## src/rtl/prog_loader.sv

```systemverilog
// Program image loader: accepts a header / payload / checksum word stream from the
// UART, writes the payload into instruction RAM and holds the CPU in reset until verified.
module prog_loader #(
    parameter logic [15:0] MAGIC     = 16'hB007,
    parameter int          MAX_WORDS = 1024,
    parameter logic [31:0] BASE_ADDR = 32'h0000_0000
) (
    input  logic        CLK,
    input  logic        reset,
    input  logic        prog_mode,
    input  logic        in_WE,
    input  logic [31:0] in_WD,
    output logic        mem_WE,
    output logic [31:0] mem_A,
    output logic [31:0] mem_WD,
    output logic        busy,
    output logic        done,
    output logic        err,
    output logic [1:0]  err_code,
    output logic [15:0] word_count,
    output logic        cpu_reset_hold
);

    localparam logic [16:0] MAX_LEN = 17'(MAX_WORDS);

    typedef enum logic [2:0] {
        IDLE,
        HEADER,
        PAYLOAD,
        CHECK,
        DONE,
        ERROR
    } state_t;

    state_t      state;
    state_t      state_next;
    logic        prog_q;
    logic        prog_rise;
    logic        prog_fall;
    logic        in_frame;
    logic [15:0] hdr_len;
    logic [15:0] frame_len;
    logic [31:0] checksum;
    logic        take_header;
    logic        take_word;
    logic        enter_done;
    logic        enter_error;
    logic [1:0]  error_code_next;

    assign prog_rise = prog_mode & ~prog_q;
    assign prog_fall = ~prog_mode & prog_q;
    assign in_frame  = (state == HEADER) || (state == PAYLOAD) || (state == CHECK);
    assign hdr_len   = in_WD[15:0];

    always_ff @(posedge CLK or posedge reset) begin
        if (reset) begin
            state  <= IDLE;
            prog_q <= 1'b0;
        end else begin
            state  <= state_next;
            prog_q <= prog_mode;
        end
    end

    // A restart or abort takes priority over any word strobed in the same cycle.
    always_comb begin
        state_next      = state;
        take_header     = 1'b0;
        take_word       = 1'b0;
        enter_done      = 1'b0;
        enter_error     = 1'b0;
        error_code_next = err_code;

        if (prog_rise) begin
            state_next = HEADER;
        end else if (prog_fall && in_frame) begin
            state_next      = ERROR;
            enter_error     = 1'b1;
            error_code_next = 2'd0;
        end else if (in_WE) begin
            case (state)
                HEADER: begin
                    if (in_WD[31:16] != MAGIC) begin
                        state_next      = ERROR;
                        enter_error     = 1'b1;
                        error_code_next = 2'd1;
                    end else if ((hdr_len == 16'd0) || ({1'b0, hdr_len} > MAX_LEN)) begin
                        state_next      = ERROR;
                        enter_error     = 1'b1;
                        error_code_next = 2'd2;
                    end else begin
                        take_header = 1'b1;
                        state_next  = PAYLOAD;
                    end
                end
                PAYLOAD: begin
                    take_word = 1'b1;
                    if ((word_count + 16'd1) == frame_len) begin
                        state_next = CHECK;
                    end
                end
                CHECK: begin
                    if (in_WD == checksum) begin
                        enter_done = 1'b1;
                        state_next = DONE;
                    end else begin
                        state_next      = ERROR;
                        enter_error     = 1'b1;
                        error_code_next = 2'd3;
                    end
                end
                default: begin
                end
            endcase
        end
    end

    // word_count doubles as the payload index, since it is cleared on every restart.
    always_ff @(posedge CLK or posedge reset) begin
        if (reset) begin
            mem_WE         <= 1'b0;
            mem_A          <= 32'd0;
            mem_WD         <= 32'd0;
            busy           <= 1'b0;
            done           <= 1'b0;
            err            <= 1'b0;
            err_code       <= 2'd0;
            word_count     <= 16'd0;
            cpu_reset_hold <= 1'b0;
            frame_len      <= 16'd0;
            checksum       <= 32'd0;
        end else begin
            mem_WE <= 1'b0;

            if (prog_rise) begin
                word_count     <= 16'd0;
                checksum       <= 32'd0;
                done           <= 1'b0;
                err            <= 1'b0;
                err_code       <= 2'd0;
                busy           <= 1'b1;
                cpu_reset_hold <= 1'b1;
            end

            if (take_header) begin
                frame_len <= hdr_len;
            end

            if (take_word) begin
                mem_WE     <= 1'b1;
                mem_A      <= BASE_ADDR + {14'd0, word_count, 2'b00};
                mem_WD     <= in_WD;
                checksum   <= checksum + in_WD;
                word_count <= word_count + 16'd1;
            end

            if (enter_done) begin
                done           <= 1'b1;
                busy           <= 1'b0;
                cpu_reset_hold <= 1'b0;
            end

            if (enter_error) begin
                err            <= 1'b1;
                err_code       <= error_code_next;
                busy           <= 1'b0;
                cpu_reset_hold <= 1'b1;
            end
        end
    end

endmodule

```

## config.mk

```make
export PLATFORM = sky130hd
export DESIGN_NAME = prog_loader
export DESIGN_NICKNAME = d
export VERILOG_FILES = /design/src/rtl/prog_loader.sv
export SDC_FILE = /design/constraint.sdc
export NUM_CORES = 1
export LEC_CHECK = 0
export CAP_MARGIN = 10
export CORE_ASPECT_RATIO = 1.1
export CORE_UTILIZATION = 58
export CTS_CLUSTER_DIAMETER = 80
export DETAILED_ROUTE_END_ITERATION = 10
export HOLD_SLACK_MARGIN = 0.15
export PLACE_DENSITY_LB_ADDON = 0.05
export SETUP_SLACK_MARGIN = 0.4
export SKIP_CTS_REPAIR_TIMING = 1
export SLEW_MARGIN = 0
export SYNTH_ARGS = -nofsm -noshare
export SYNTH_HDL_FRONTEND = slang
export SYNTH_SLANG_ARGS = --single-unit
```

## constraint.sdc

```tcl
create_clock -name CLK -period 10.02 [get_ports CLK]
set_clock_uncertainty 0.1 [all_clocks]
set_input_delay 2.004 -clock CLK [delete_from_list [all_inputs] [get_ports CLK]]
set_output_delay 2.004 -clock CLK [all_outputs]
set_load 0.01 [all_outputs]
```

==> metrics, run 1 <==
gr usage total=between 30 and 40%; die area=roughly 13000 sq um; # diodes=0; DP Area=8173 sq um; HP Class=flip-flop to flip-flop; 1st-pass router iterations=5; DRC violations left=0; clock latency on the worst-skew pair=about 0.42 ns; f_max=0.1838 GHz; CTS buffer count=17; Layout Cells excl Fill=1059; fin nets=961; cell family with most CP delay=buffers and inverters; CP peak stage delay=0.77 ns; Tcrit/Tclk final=between 50% and 60%; Yosys warning count=0; hold slack=0.3709 ns; Seq/Total Area, Yosys=43.39%; flops & latches, synth=123; H-tree depth=4; Arrival @ worst endpoint=about 5.6 ns; clock-pin slew of the registers on the worst-case setup and hold paths=~0.060 ns; clk root buf=clkbuf_16; PwrDens=142.6 nW/um^2; Critical Path Slowest Stage Cell=buf_4; crit path max fanout=97; required time of the critical path=about 10 ns; predominant post-synthesis flop cell=dfrtp_1; GP Congestion=roughly 0.90; Final min period=between 5 and 6 ns; Synth Instances=799; CTS Buffer Depth=2; Async S/R FF share, synth=100.0%; commonest non-fill, non-tap cells in the layout=nand2_1, dfrtp_1, clkdlybuf4s50_1; WP buf/inv=4; I/O pin count=123; initial drt markers=368; RSZ-0062 raised after global routing=false; Die Height=118.0 um; leak pwr=~0.0042 uW; endpoints failing setup=0; post-synth cell types=67; Sink Count=123; layout cells sized above 1=7.293%; CP startpoint kind=input pin; WL/cell=17.06 um; Peak VDD IR=0.1075 mV; Least-Margin Pin Slew=1.136 ns; final hold vios=0; Worst Setup End Kind=flip-flop; routed wire length=18060 um; most common cell after layout, fill and taps aside=nand2_1; CTS tree=done; relative slew slack=a little under a quarter; Max Slew Vio Count=0; die width=107.4 um; placed insts=1027; number of flops mapped to enable cells by yosys=0; global-route wire length before repair=29670 um; critical path, cell by cell=clkdlybuf4s50_1 -> nand2b_1 -> o21bai_1 -> nor2_1 -> nor2_1 -> nand2_2 -> buf_4 -> inv_2 -> buf_4 -> and4b_1 -> or3_1; setup tns final=0 ns; total core area=around 12000 sq um; largest net degree at the start of global routing=98; Initial Utilization=59.20%; post-DP HPWL=12430 um; vias per cell=5.814; Vias=6157; status=finished clean; fillers=932; area of the mapped netlist=between 7000 and 8000 sq um; row count=42; vias in the first global route=6037; number of buffers added on ports=roughly 110; syn avg cell area=8.877 sq um; initial antenna violation count=0; global route total overflow=0; Layout area overhead=24.08%; post-route cell area=just under 9000 sq um; post-route ant nets=0; Max Cap Viol=0; critical path type=input pin to flip-flop
[logic make-up after synthesis]
logic type      after synthesis  synth area share, %
flops                       123                43.39
simple gates                348                22.30
other cells                   1              0.05287
buf+inv                      65                4.533
fa+ha+maj                    33                5.927
xor+xnor                     52                6.421
compound gates              162                15.06
mux                          15                2.311
[state kept, by name, indices dropped and copies added (netlist names)]
signal and cells:
checksum 32, mem_WD 32, frame_len 16, mem_A 16
word_count 16, state 3, err_code 2, busy 1
cpu_reset_hold 1, done 1, err 1, mem_WE 1
prog_q 1
[worst min-delay path, delay by kind of cell (launching register included)]
family / cells / cell delay (ns)
simple gates: 2 / 0.10
flops: 1 / 0.34
[metrics by stage]
stage	setup WS (ns)	power (uW)	util (%)
2_1_floorplan	4.645	569.9	-
3_3_place_gp	4.351	609.1	68.21
3_5_place_dp	4.190	611.1	68.21
4_1_cts	4.622	1263	73.45
5_1_grt	4.347	1292	73.45
6_report	4.578	1255	73.45
[cell usage after synthesis, types with 5 or more instances]
cell type  number  area [sq um]
nor3_1         17         85.08
nand2b_1        8         50.05
nand2_1       203         762.0
buf_1           6         22.52
nor2_1         40         150.1
ha_1           32         400.4
o21ai_0        59         295.3
o31ai_1         9         67.56
mux2_2         11         123.9
clkbuf_1       24         90.09
nand4_1        11         68.82
a21oi_1        29         145.1
a22o_1          6         52.55
inv_1          14         52.55
xnor2_1        33         289.0
dfrtp_1       123          3078
a21o_1         14         105.1
o211ai_1        5         37.54
o21bai_1        6         45.04
nand3_1        11         55.05
nor4_1         13         81.33
xor2_1         19         166.4
buf_4          18         135.1
and2_1          6         37.54
nor2b_1        10         62.56
and3_1          7         43.79
[worst paths after layout]
path                       startpoint           end  slack [ns]  cells after the start
setup / recovery            prog_mode  checksum[28]        4.58                     11
hold / removal             mem_WD[10]    mem_WD[10]        0.37                      2
setup reg to reg               prog_q  checksum[28]        6.34                     10
hold reg to reg            mem_WD[10]    mem_WD[10]        0.37                      2
max in group asynchronous       reset   checksum[8]        6.50                      3
min in group asynchronous       reset     mem_WD[8]        1.93                      2
[power by group]
part / leakage [uW] / internal (uW) / switching [uW]
clock: 0.000303 / 428 / 224
combinational: 0.00220 / 38.8 / 55.3
sequential: 0.00169 / 503 / 5.48
total: 0.00420 / 971 / 285
[layer usage]
metal  GRT usage (%)  wire length (um)
met5               0                 0
met4           13.36               573
met3           5.260               858
met2           51.53              9110
met1           36.88              7521
[final cells by class]
type                            instances  area (sq um)  share of cell area [%]
Multi-Input combinational cell        626          3756                   42.68
Sequential cell                       123          3078                   34.97
Timing Repair Buffer                  110          1091                   12.40
Clock buffer                           21         460.4                   5.232
Tap cell                              154         192.7                   2.189
Clock inverter                         11         167.7                   1.905
Inverter                               14         55.05                  0.6255
Power figures use the tool's default switching activity.
==> run 2: changes to the inputs <==
- CORE_UTILIZATION: 58 -> 49
- clock period: 10.02 -> 4.7 ns (I/O delays scaled with it)
==> run 2 against run 1 <==
  * Sequential share of layout area down 0.54 points
  * Largest cell class unchanged
  * First-iteration DRC count down 1.1%
  * Total power up 110%
  * Design area up 1.6%
  * Non-clock buffer count up 10
  * Worst setup slack worse by 3.9 ns
  * Global-route usage down 4.2 points
  * Register-to-register slack worse by 5.0 ns
  * Critical path type unchanged
  * Flip-flop and latch count unchanged
==> metrics, run 2 (same netlist as run 1, synthesis figures left out) <==
setup tns final=0 ns (unchanged); Net Switching=622.2 uW (+120%); DRC violations left=0 (unchanged); Regs by FF count=checksum (32), mem_WD (32); gr usage total=25.87% (-4.2 points); clock-pin slew of the registers on the worst-case setup and hold paths=0.05 ns (about the same); vias in the first global route=5971 (-1.1%); final hold vios=0 (unchanged); Hold Path End=mem_A[4]; met2 wire len=9407 um (+3.3%); CP peak stage delay=0.45 ns (-0.32 ns); initial antenna violation count=0 (unchanged); R2R depth=11 (+1); relative slew slack=33.02% (+9.2 points); CTS buffer count=17 (unchanged); endpoints failing setup=0 (unchanged); HP Class=flip-flop to flip-flop; CP startpoint kind=input pin; RSZ-0062 raised after global routing=false; part of the power in the clock network=51.2% (-0.8 points); die width=116.7 um (+8.6%); WL/cell=16.49 um (-3.3%); f_max=0.2494 GHz; largest net degree at the start of global routing=80 (-18%); total core area=13960 sq um (+17%); initial drt markers=364 (-1.1%); Layout Cells excl Fill=1103 (+4.2%); Sw Ratio=23.51% (+0.83 points); Max Slew Vio Count=0 (unchanged); Worst Setup End Kind=flip-flop; Arrival @ worst endpoint=4.21 ns (-1.43 ns); Sink Count=123 (unchanged); vias per cell=5.572 (-4.2%); most common cell after layout, fill and taps aside=nand2_1; worst r2r src=checksum[0]; Peak VDD IR=0.2415 mV (+120%); hold slack=0.3701 ns (-0.0008470 ns); metal3 WL=675 um (-21%); r2r setup slk=1.32 ns (-5.02 ns); critical path, cell by cell=clkdlybuf4s50_1 -> ha_1 -> fa_1 -> a21oi_1 -> o31ai_1 -> a211o_1 -> a221oi_2 -> nor3b_2 -> o2111ai_2 -> a31oi_1 -> and4b_1 -> or3_1; post-DP HPWL=13020 um (+4.7%); post-route ant nets=0 (unchanged); R2R Path End=checksum[28]; fin nets=971 (+1.0%); layout cells sized above 1=8.525% (+1.2 points); Worst Hold Path Cells=2 (unchanged); routed wire length=18190 um (+0.70%); 1st-pass router iterations=4 (-1); Least-Margin Pin Slew=1.004 ns (-0.1314 ns); placed insts=1071 (+4.3%); Initial Utilization=50.80% (-8.4 points); Tcrit/Tclk final=around 85%; critical path type=input pin to flip-flop; PwrDens=296.0 nW/um^2 (+110%); Vias=6146 (-0.18%); row count=45 (+7.1%); required time of the critical path=4.90 ns (-5.32 ns); # diodes=0 (unchanged); crit path max fanout=3 (-97%); commonest non-fill, non-tap cells in the layout=nand2_1, dfrtp_1, clkdlybuf4s50_1; routed metal-1 wirelength=7667 um (+1.9%); H-tree depth=4 (unchanged); I/O pin count=123 (unchanged); Critical Path Slowest Stage Cell=clkdlybuf4s50_1; Top Layer Used=met4; CTS Buffer Depth=2 (unchanged); Die Height=128.2 um (+8.6%); Final min period=between 4 and 5 ns; clock latency on the worst-skew pair=0.42 ns (about the same); Max Cap Viol=0 (unchanged); global route total overflow=0 (unchanged); min-delay src=mem_A[4]; Flop pwr share=41.0% (+0.5 points); number of buffers added on ports=106 (unchanged); status=finished clean; leak pwr=0.004244 uW (+1.1%); cell internal pwr=2024 uW (+110%); Gate power share=7.8% (+0.3 points); CTS tree=done; Layout area overhead=26.04%; die area=14960 sq um (+18%); clk root buf=clkbuf_16; global-route wire length before repair=29780 um (+0.37%); GP Congestion=0.8549 (-5.1%)
## run 2: changes by cell type in the layout (fill, tap and decap cells not counted)
cell / delta
buf_12: +2
buf_4: +8
bufinv_16: -1
clkbuf_1: -2
clkinv_2: -1
clkinvlp_4: +3
inv_4: -1
inv_6: +2
nand2_2: -1
nand2_4: +1
## run 2: critical path: cells and delay by family
family	cells	cell delay, ns
adders and majority gates	2	0.68
AOI/OAI and AO/OA	6	1.46
and+or+nand+nor	3	0.68
buffers and inverters	1	0.45
## run 2: how the worst max path moves through the flow
stage | from | end | cells after the start
after floorplan | in_WD[0] | checksum[28] | 11
after global placement | in_WD[0] | checksum[28] | 12
after detailed placement | in_WD[0] | checksum[28] | 12
after CTS | in_WD[0] | checksum[28] | 12
after global routing | in_WD[0] | checksum[28] | 12
final | in_WD[0] | checksum[28] | 12
## run 2: cell type report
| class | count | area [sq um] |
|---|---|---|
| Clock buffer | 19 | 452.9 |
| Clock inverter | 13 | 165.2 |
| Fill cell | 1211 | 5024 |
| Inverter | 14 | 56.30 |
| Multi-Input combinational cell | 626 | 3761 |
| Sequential cell | 123 | 3078 |
| Tap cell | 188 | 235.2 |
| Timing Repair Buffer | 120 | 1191 |
## run 2: per-stage QoR
stage                     worst slack [ns]  utilization (%)  power [uW]  area [sq um]
after floorplan                      1.059                -        1215          7153
after global placement              0.3552            59.60        1307          8322
after detailed placement            0.2816            59.60        1310          8322
after CTS                           0.7166            64.02        2673          8940
after global routing                0.5590            64.02        2738          8940
final                               0.6906            64.02        2646          8940
## run 2: power by group through the flow
stage	registers [uW]	logic (uW)	clock network (uW)
2_1_floorplan	1110	110	0
3_3_place_gp	1100	205	0
3_5_place_dp	1100	207	0
4_1_cts	1080	208	1380
5_1_grt	1090	225	1430
6_report	1090	206	1360
## run 2: layer usage
metal / vias up / track usage [%]
li1: 2966 / -
met1: 2981 / 31.11
met2: 166 / 45.56
met3: 33 / 4.019
met4: 0 / 10.87
met5: - / 0
==> patch: new RTL, settings of run 2 <==
Register the inputs `prog_mode`, `in_WE` and `in_WD` before use, with the module's reset. The logic sees them one clock later.
--- a/src/rtl/prog_loader.sv
+++ b/src/rtl/prog_loader.sv
@@ -33,4 +33,20 @@
     } state_t;
 
+    logic prog_mode_q;
+    logic in_WE_q;
+    logic [31:0] in_WD_q;
+
+    always_ff @(posedge CLK or posedge reset) begin
+        if (reset) begin
+            prog_mode_q <= '0;
+            in_WE_q     <= '0;
+            in_WD_q     <= '0;
+        end else begin
+            prog_mode_q <= prog_mode;
+            in_WE_q     <= in_WE;
+            in_WD_q     <= in_WD;
+        end
+    end
+
     state_t      state;
     state_t      state_next;
@@ -48,8 +64,8 @@
     logic [1:0]  error_code_next;
 
-    assign prog_rise = prog_mode & ~prog_q;
-    assign prog_fall = ~prog_mode & prog_q;
+    assign prog_rise = prog_mode_q & ~prog_q;
+    assign prog_fall = ~prog_mode_q & prog_q;
     assign in_frame  = (state == HEADER) || (state == PAYLOAD) || (state == CHECK);
-    assign hdr_len   = in_WD[15:0];
+    assign hdr_len   = in_WD_q[15:0];
 
     always_ff @(posedge CLK or posedge reset) begin
@@ -59,5 +75,5 @@
         end else begin
             state  <= state_next;
-            prog_q <= prog_mode;
+            prog_q <= prog_mode_q;
         end
     end
@@ -78,8 +94,8 @@
             enter_error     = 1'b1;
             error_code_next = 2'd0;
-        end else if (in_WE) begin
+        end else if (in_WE_q) begin
             case (state)
                 HEADER: begin
-                    if (in_WD[31:16] != MAGIC) begin
+                    if (in_WD_q[31:16] != MAGIC) begin
                         state_next      = ERROR;
                         enter_error     = 1'b1;
@@ -101,5 +117,5 @@
                 end
                 CHECK: begin
-                    if (in_WD == checksum) begin
+                    if (in_WD_q == checksum) begin
                         enter_done = 1'b1;
                         state_next = DONE;
@@ -150,6 +166,6 @@
                 mem_WE     <= 1'b1;
                 mem_A      <= BASE_ADDR + {14'd0, word_count, 2'b00};
-                mem_WD     <= in_WD;
-                checksum   <= checksum + in_WD;
+                mem_WD     <= in_WD_q;
+                checksum   <= checksum + in_WD_q;
                 word_count <= word_count + 16'd1;
             end
Check against the original RTL: not equivalent (Yosys sat finds a counterexample within 4 cycles, from zero or initial values and one cycle with reset high).
==> patch against run 2 <==
  * Routed wire length down 3.2%
  * Combinational power shrank 19%
  * Sequential cell count is 34 higher
  * Cell area increased by 8.2%
  * Worst hold slack worse by 0.038 ns
  * Area after synthesis increased by 11%
  * Worst setup slack better by 0.93 ns
  * Power is 18% higher
==> patch: results (changes against run 2) <==
- The worst hold endpoint is prog_q.
- The number of filler cells placed in the layout is 1319 (+8.9%).
- After clock tree synthesis, the clock-pin slew on the worst setup and hold paths is roughly 0.060 ns.
- The top fanout value on the critical path is 4 (+1).
- The post-synthesis share of cell area spent on xor and xnor gates was 7.89% (+1.5 points).
- The area fraction in compound gates after synthesis was 11.6% (-3.5 points).
- CTS placed an instance of sky130_fd_sc_hd__clkbuf_16 at the clock tree root.
- The number of nets in the final layout is 969 (-0.21%).
- The via count of the first global-routing pass is 5905 (-1.1%).
- The worst-case register-to-register setup slack came to 1.62 ns (+0.30 ns).
- The all-layer global routing usage was 23.2% (-2.7 points).
- The number of distinct library cells after synthesis is 66 (-1.5%).
- The count of yosys warnings during synthesis is 0 (unchanged).
- The wire length of the first global-routing pass is 29500 um (-0.81%).
- In the synthesized netlist the dominant register cell turns out to be sky130_fd_sc_hd__dfrtp_1.
- The first element of the critical path is in_WD_q[0].
- Sorting the synthesized cells by area gives the leading types as sky130_fd_sc_hd__dfrtp_1 (50%), sky130_fd_sc_hd__nand2_1 (9.5%), sky130_fd_sc_hd__ha_1 (5.1%).
- The critical path arrival is 3.25 ns (-0.96 ns).
- The number of antenna cells inserted was 0 (unchanged).
- The routed wire length came to 17600 um (-3.2%).
- The largest registers in the layout are checksum x32, in_WD_q x32, mem_WD x32.
- The largest net degree at the start of global routing is 158 (+98%).
- The later pin in the worst-skew pair is clocked with a latency of ~0.43 ns.
- The final instance count without filler cells is 1113 (+0.91%).
- The share of layout cells above drive strength 1 is 7.01% (-1.5 points).
- The post-synthesis mux area share is 1.70% (-0.61 points).
- The type of destination of the critical path is a flop.
- The startpoint of the tightest hold check path is prog_mode_q.
- The worst hold path cell count is 0 (-2).
- The hold slack is 0.333 ns (-0.0375 ns).
- The weighted congestion reported at the end of routability-driven placement is 0.871 (+1.9%).
- The peak supply drop was 0.000245 V (+1.6%).
- The iteration-0 DRC count of the detailed router is 319 (-12%).
- The transition at the pin with the smallest max-transition slack is 0.910 ns (-0.0944 ns).
- The run finished with clean final reports.
- The total global routing overflow is 0 (unchanged).
- The type of the tightest min-delay check is reg -> reg.
- The number of buffers added by the clock tree synthesis step was 17 (unchanged).
- The placed wire-length estimate after detailed placement is 12100 um (-7.4%).
- By count the netlist is led by sky130_fd_sc_hd__nand2_1 (200), sky130_fd_sc_hd__dfrtp_1 (157), sky130_fd_sc_hd__nor2_1 (39).
- The post-synthesis instance total is 810 (+1.4%).
- The average via count per standard cell is 5.36 (-3.8%).
- The part of the Yosys area used for sequential elements is 49.8% (+6.4 points).
- The first-pass iteration count of the detailed router is 5 (+1).
- The capture point of the worst reg-to-reg path is checksum[26].
- The number of port buffers was 106 (unchanged).
- The static leakage power is 4.65 nW (+9.6%).
- The adder-cell area share of the yosys netlist is 5.33% (-0.59 points).
-- patch: changes by cell type after synthesis, sizes merged, moves of 4 or more --
cell	change
o31ai	-8
o21ai	-17
xor2	+17
nor3b	-4
a21o	+7
nand2b	-7
dfrtp	+34
nand4	+4
nor3	-9
nand3	+7
-- patch: power by group --
group          switching (mW)  internal, mW
Clock                   0.566         0.975
Combinational          0.0963        0.0701
Sequential             0.0280          1.38
-- patch: per-stage QoR --
stage               area (sq um)  setup slack, ns
detailed placement          9010             1.68
floorplan                   7940             1.67
finish                      9670             1.62
CTS                         9670             1.66
global placement            9010             1.72
global route                9670             1.43
-- patch: critical path, stage by stage, from the launching register on --
cell	delay [ns]
sky130_fd_sc_hd__dfrtp_1	0.41
sky130_fd_sc_hd__ha_1	0.25
sky130_fd_sc_hd__fa_1	0.43
sky130_fd_sc_hd__a211oi_1	0.36
sky130_fd_sc_hd__o21ai_1	0.18
sky130_fd_sc_hd__nand2_1	0.16
sky130_fd_sc_hd__o211ai_1	0.19
sky130_fd_sc_hd__a41oi_2	0.35
sky130_fd_sc_hd__o21bai_1	0.10
sky130_fd_sc_hd__a21oi_1	0.18
sky130_fd_sc_hd__xor2_1	0.16
sky130_fd_sc_hd__o21ai_1	0.07
-- patch: metal layers --
metal | part of all wire [%] | vias to the layer above | track usage [%]
met4 | 1.3 | 0 | 6.03
met2 | 49 | 128 | 38.1
li1 | - | 2905 | -
met1 | 47 | 2915 | 31.1
met5 | 0 | - | 0
met3 | 3.4 | 17 | 5.07
-- patch: cell type report --
cell class              instances  area (sq um)  share of cell area, %
clock buffers                  19           453                   4.68
well taps                     200           250                   2.59
clock inverters                13           210                   2.17
flip-flops and latches        157          3930                   40.6
repair buffers                111          1110                   11.5
inverters                      13          52.6                  0.543
multi-input cells             600          3660                   37.9
